File: config.mk
export PLATFORM = sky130hd
export DESIGN_NAME = fix_div_seq
export DESIGN_NICKNAME = d
export VERILOG_FILES = /design/src/rtl/fix_div_seq.sv
export SDC_FILE = /design/constraint.sdc
export NUM_CORES = 1
export LEC_CHECK = 0
export BUFFER_PORTS_ARGS = -buffer_cell sky130_fd_sc_hd__buf_4
export CAP_MARGIN = 20
export CORE_ASPECT_RATIO = 1.2
export CORE_UTILIZATION = 40
export CTS_CLUSTER_SIZE = 10
export DETAILED_ROUTE_END_ITERATION = 10
export HOLD_SLACK_MARGIN = 0.15
export PLACE_DENSITY = 0.54
export SLEW_MARGIN = 25
export SYNTH_ARGS = -nofsm -noshare
export SYNTH_HDL_FRONTEND = slang
export SYNTH_SLANG_ARGS = --single-unit
File: constraint.sdc
create_clock -name clk -period 12.3 [get_ports clk]
set_clock_uncertainty 0.05 [all_clocks]
set_input_delay 0.615 -clock clk [delete_from_list [all_inputs] [get_ports clk]]
set_output_delay 0.615 -clock clk [all_outputs]
set_load 0.05 [all_outputs]
File: src/rtl/fix_div_seq.sv
// fix_div_seq: sequential signed fixed-point divider (restoring, one quotient bit per cycle) with saturation
module fix_div_seq #(
  parameter int ws = 16,
  parameter int dp = 8
) (
  input  logic          clk,
  input  logic          rst,
  input  logic          start,
  input  logic [ws-1:0] a,
  input  logic [ws-1:0] b,
  output logic          busy,
  output logic          done,
  output logic [ws-1:0] c,
  output logic          ovf,
  output logic          div_zero
);
  localparam int n = ws + dp;
  localparam int cw = $clog2(n);
  localparam logic [n-1:0] pmax = n'((2 ** (ws - 1)) - 1);
  localparam logic [n-1:0] nmax = n'(2 ** (ws - 1));
  localparam logic [ws-1:0] pos_sat = {1'b0, {(ws-1){1'b1}}};
  localparam logic [ws-1:0] neg_sat = {1'b1, {(ws-1){1'b0}}};
  typedef enum logic [1:0] {IDLE, CALC, DONE} state_t;
  state_t state_q;
  logic busy_q, done_q, ovf_q, dz_q, sgn_q;
  logic [ws-1:0] c_q, bm_q, am, bm, cq;
  logic [ws:0] rem_q, rem_d, sh, df;
  logic [n-1:0] dq_q, dq_d;
  logic [cw-1:0] cnt_q;
  logic qb, sat_p, sat_n;
  assign busy = busy_q;
  assign done = done_q;
  assign c = c_q;
  assign ovf = ovf_q;
  assign div_zero = dz_q;
  // one restoring step plus the signed/saturated result of the quotient it produces
  always_comb begin
    am = a[ws-1] ? -a : a;
    bm = b[ws-1] ? -b : b;
    sh = {rem_q[ws-1:0], dq_q[n-1]};
    df = sh - {1'b0, bm_q};
    qb = sh >= {1'b0, bm_q};
    rem_d = qb ? df : sh;
    dq_d = {dq_q[n-2:0], qb};
    sat_p = !sgn_q && dq_d > pmax;
    sat_n = sgn_q && dq_d > nmax;
    cq = sat_p ? pos_sat : sat_n ? neg_sat : sgn_q ? -dq_d[ws-1:0] : dq_d[ws-1:0];
  end
  // control FSM with registered outputs; dq_q shifts dividend bits out and quotient bits in
  always_ff @(posedge clk) begin
    if (rst) begin
      state_q <= IDLE;
      busy_q <= 1'b0;
      done_q <= 1'b0;
      c_q <= '0;
      ovf_q <= 1'b0;
      dz_q <= 1'b0;
    end else begin
      case (state_q)
        IDLE, DONE: begin
          done_q <= 1'b0;
          state_q <= IDLE;
          if (start) begin
            sgn_q <= a[ws-1] ^ b[ws-1];
            bm_q <= bm;
            dq_q <= {am, {dp{1'b0}}};
            rem_q <= '0;
            cnt_q <= cw'(n - 1);
            if (b == '0) begin
              state_q <= DONE;
              done_q <= 1'b1;
              c_q <= a[ws-1] ? neg_sat : pos_sat;
              ovf_q <= 1'b0;
              dz_q <= 1'b1;
            end else begin
              state_q <= CALC;
              busy_q <= 1'b1;
            end
          end
        end
        CALC: begin
          rem_q <= rem_d;
          dq_q <= dq_d;
          cnt_q <= cnt_q - 1'b1;
          if (cnt_q == '0) begin
            state_q <= DONE;
            busy_q <= 1'b0;
            done_q <= 1'b1;
            c_q <= cq;
            ovf_q <= sat_p | sat_n;
            dz_q <= 1'b0;
          end
        end
        default: state_q <= IDLE;
      endcase
    end
  end
endmodule

# Word-level counts from Yosys, hierarchy flattened
# Index checks and enable logic that the tools add are counted.
# Widths: inputs -> output; s select.
totals:
  register_bits: 84
  inputBits: 35
  out_inout_bits: 20
  word_cells: 78
op_classes:
  addsub: 5
  magnitude_cmp: 3
  n_eq_ne: 6
  n_mux: 36
  bitwise_logic: 3
  n_reduce_logical: 13
op_table:
  columns: ["operator", "n"]
  rows:
  - ["$mux 16", 10]
  - ["$pmux 16 s2", 2]
  - ["$neg 16->16", 3]
  - ["$pmux 24 s2", 1]
  - ["$gt 24x15->1 const B", 1]
  - ["$gt 24x16->1 const B", 1]
  - ["$mux 24", 1]
  - ["$ge 17x16->1", 1]
  - ["$logic_not 16->1", 1]
  - ["$sub 16x16->16", 1]
  - ["$mux 15", 1]
  - ["$mux 1", 11]
  - ["$pmux 5 s2", 1]
  - ["$ne 2x2->1 const B", 4]
  - ["$pmux 1 s2", 4]
  - ["$reduce_and 4->1", 2]
  - ["$mux 2", 3]
  - ["$reduce_and 3->1", 2]
  - ["$logic_not 5->1", 1]
  - ["$mux 5", 1]
  - ["$sub 5x1->5 const B", 1]
  - ["$pmux 2 s2", 1]
  - ["$eq 2x1->1 const B", 1]
  - ["$eq 2x2->1 const B", 1]
  - ["other kinds (9)", 10]

# Longest topological paths before layout
depth:
  word_depth: 7
  depth_mapped: 16
  depth_no_buf: 15

# Worst setup path before layout
# OpenSTA, ideal clock, no wires.
synth_timing:
  path_kind: "reg2reg"
  start: "register rem_q[9]"
  end: "register c_q[10] (netlist: c[10])"
  setup_time_ps: 60
  t_arrival_ps: 3891
  path_slack_ps: 8299
  path_stages_with_launch: 15
  period_less_slack_ps: 4001
  path_cell_list: "edfxtp_1 > ha_1 > a21o_1 > a211oi_1 > o2bb2ai_1 > a211o_1 > clkinv_1 > buf_1 > ha_1 > nor3b_1 > nand4_1 > o31ai_2 > nand2_1 > o311ai_0 > a22o_1"
synth_via:
  elab_chain_cells: 7
synth_lines:
  columns: ["element", "line_no", "rtl"]
  rows:
  - ["start: declaration", "27", "logic [ws:0] rem_q, rem_d, sh, df;"]
  - ["start signal: assignment", "82", "rem_q <= rem_d;"]
  - ["$ge 17x16->1 (*)", "42", "qb = sh >= {1'b0, bm_q};"]
  - ["$neg 16->16 or $gt 24x16->1 (tied branches)", "47, 46", null]
  - ["$mux 16 or $logic_and 1x1->1 (tied branches)", "47, 46", null]
  - ["$mux 16", "47", "cq = sat_p ? pos_sat : sat_n ? neg_sat : sgn_q ? -dq_d[ws-1:0] : dq_d[ws-1:0];"]
  - ["$mux 16 (*)", "47", null]
  - ["$mux 16 (*)", "85", "if (cnt_q == '0) begin"]
  - ["$pmux 16 s2 (*)", "59", "case (state_q)"]
  - ["end signal: assignment", "72", "c_q <= a[ws-1] ? neg_sat : pos_sat;"]
  - ["end signal: assignment", "89", "c_q <= cq;"]
  - ["end: declaration", "26", "logic [ws-1:0] c_q, bm_q, am, bm, cq;"]
# Every way passes the cells marked *; elsewhere a longest branch is shown, timed or not. The select of a mux whose other input is x is not followed.
# A chain may end at the register's enable or synchronous reset.

# Worst setup path after layout
layout_timing:
  start: "register rem_q[9]"
  end: "register c_q[6] (netlist: c[6])"
# Same word-level chain as after synthesis.

==> impl_results.md <==
* Status: complete, no violations
* Worst slew pin tran at 0.942 ns
* Relative slew slack at 37.2%
* Largest net degree at the start of global routing at 40
* # DRC at 0
* Die Wd at 106 µm
* Final ANT Viol Nets at 0
* Final hold violation count at 0
* Clk buf depth at 2
* CP max stage delay at 0.62 ns
* Aggregate routed wire length at 12700 µm
* Most frequent CP cell: ha_1
* Tot GR Track Use at 20.1%
* Crit path DAT at 5.51 ns
* CTS Root Cell: clkbuf_16
* CP max stage cell: o31ai_2
* Asr flop ratio synth at 0%
* Die H at 126 µm
* Max-slew violation count at 0
* Hpwl dp at 9300 µm
* Fin nets at 650
* Cell variety after synth at 65
* Fmax at 0.190 GHz
* Worst setup EP type: flip-flop
* Number of synthesized flops with an enable pin at 62
* Pwr/cell area at 120 nW/µm²
* Vias/cell at 5.60
* Die area at 13300 µm²
* FP Rows at 45
* First-pass DRT Iterations at 6
* Syn Nets at 600
* Post-synth top flop: edfxtp_1
* Synthesis Warnings at 0
* Number of top-level pins at 55
* Final GP Congestion at 0.826
* Layout cells sized above 1 at 15.7%
* Area delta synth->final at 16.7%
* Peak VDD IR at 0.0535 mV
* Total grt overflow at 0
* Port Buffer Count at 54
* First-pass GRT wire length at 20900 µm
* RSZ-0062 raised after global routing: no
* DR iter-0 viols at 172
* Post-CTS setup buffers at 0
* Mapped cell area at 5140 µm²
* Critical-path maximum fanout at 28
* Initial antenna violation count at 0
* Clock transition at path regs at 0.06 ns
* Post-cts resize count at 0
* Setup crit start kind: flip-flop
* Leakage power at 2.32 nW
* Hold WC Path Type: flip-flop to flip-flop
* CTS Buf Count at 9
* Seq cells post-synth at 84
* Seq/Total Area, Yosys at 44.8%
* Post-DR wirelength/cell at 16.7 µm
* Vias at 4274
* Ant. Diodes at 0
* Required time of the critical path at 12.54 ns
* Clk Latency, worst-skew pair at 0.35 ns
* Fin crit period at 5.27 ns
* Initial core utilization at 40.8%
* Post-Syn Instances at 544
* Overall power at 0.719 mW
* WS Path Type: flip-flop to flip-flop
* CTS Sinks at 84
* Final period util at 42.8%
* Max-cap violations at 0
* CTS Hold Bufs at 0
* Synth Area per Inst at 9.46 µm²
* Final setup vio count at 0
* Core footprint at 12600 µm²
* Vias in the first global route at 4204
* CP Cell Sequence: ha_1, a21o_1, a211oi_1, o2bb2ai_1, a211o_1, clkinv_1, ha_1, nor3b_1, nand4_1, o31ai_2, nand2_1, o311ai_0, a22o_1
* CTS tree: done
* Fin Setup TNS at 0 ns
* H-tree levels at 3
-- power breakdown --
group          total, mW  leakage (nW)  switching (mW)  internal, mW
logic              0.124          1.43          0.0744        0.0492
registers          0.337         0.760          0.0115         0.325
clock network      0.259         0.129           0.115         0.144
-- worst max-delay path, delay by kind of cell (launching register included) --
kind | cells | cell delay (ns)
simple gates | 3 | 0.93
buf+inv | 1 | 0.53
compound gates | 7 | 2.62
fa+ha+maj | 2 | 0.67
flops | 1 | 0.40
-- cells in the final DEF (no fill, tap or decap), types with 7 or more instances in the layout --
master and instances:
a21o_1 8, a21oi_1 35, nand3_1 11, mux2i_1 8, a211oi_1 13, nor3_1 9, dfxtp_1 22, nand2b_1 8
nand2_1 58, o21ai_1 8, xnor2_1 23, o21ai_0 33, and2_1 7, nor2_1 48, edfxtp_1 62, buf_4 58
xor2_1 13, ha_1 20, inv_1 31, clkbuf_16 9, or3_1 7, o31ai_1 10
-- logic make-up (layout without fill, tap and decap cells) --
| kind of cell | Yosys count | in the layout | share of synthesized area, % |
|---|---|---|---|
| buf+inv | 51 | 106 | 3.75 |
| simple gates | 194 | 194 | 19.3 |
| mux | 8 | 8 | 1.56 |
| xor+xnor | 36 | 36 | 6.13 |
| flops | 84 | 84 | 44.8 |
| fa+ha+maj | 21 | 21 | 5.25 |
| compound gates | 150 | 150 | 19.3 |
-- per-stage QoR --
step	hold slack [ns]	util, %	std cells	area [µm²]	worst slack [ns]
floorplan	0.421	-	544	5140	8.30
global placement	0.388	45.4	747	5730	7.37
detailed placement	0.398	45.4	747	5730	7.13
CTS	0.412	47.6	763	6000	7.10
global route	0.413	47.6	763	6000	6.56
finish	0.408	47.6	763	6000	7.03
-- area by class of cell --
| class | instances | area (µm²) |
|---|---|---|
| Clock buffer | 12 | 246 |
| Clock inverter | 4 | 32.5 |
| Fill cell | 1247 | 6610 |
| Inverter | 32 | 120 |
| Multi-Input combinational cell | 409 | 2660 |
| Sequential cell | 84 | 2300 |
| Tap cell | 164 | 205 |
| Timing Repair Buffer | 58 | 435 |
-- synthesized netlist by cell type (7+ instances only) --
library cell  count  area [µm²]
or3_1             7        43.8
ha_1             20         250
xnor2_1          23         201
o31ai_1          10        75.1
and2_1            7        43.8
nor2_1           48         180
edfxtp_1         62        1860
a21o_1            8        60.1
nand2b_1          8        50.1
dfxtp_1          22         440
mux2i_1           8        80.1
nand3_1          11        55.1
o21ai_1           8        40.0
a211oi_1         13        97.6
a21oi_1          36         180
o21ai_0          33         165
nand2_1          58         218
inv_1            31         116
clkbuf_1         16        60.1
xor2_1           13         114
nor3_1            9        45.0
-- state kept, by name, summed over array words and instances (netlist names) --
register  count
ovf           1
rem_q        16
cnt_q         5
bm_q         16
done          1
busy          1
dq_q         24
state_q       2
c            16
sgn_q         1
div_zero      1
-- layer usage --
metal	global-route usage, %	share of wire (%)	vias up
met5	0	0	-
met4	9.23	2.7	0
met3	3.93	2.8	24
met2	35.2	50	77
met1	23.8	44	2060
li1	-	-	2113
-- final timing paths --
kind	start	to	slack, ns	depth (start not counted)
max	rem_q[9]	c[6]	7.03	13
min	c[14]	c[14]	0.41	1
max reg2reg	rem_q[9]	c[6]	7.03	13
min reg2reg	c[14]	c[14]	0.41	1
No activity file was read; power rests on OpenSTA's default activity.
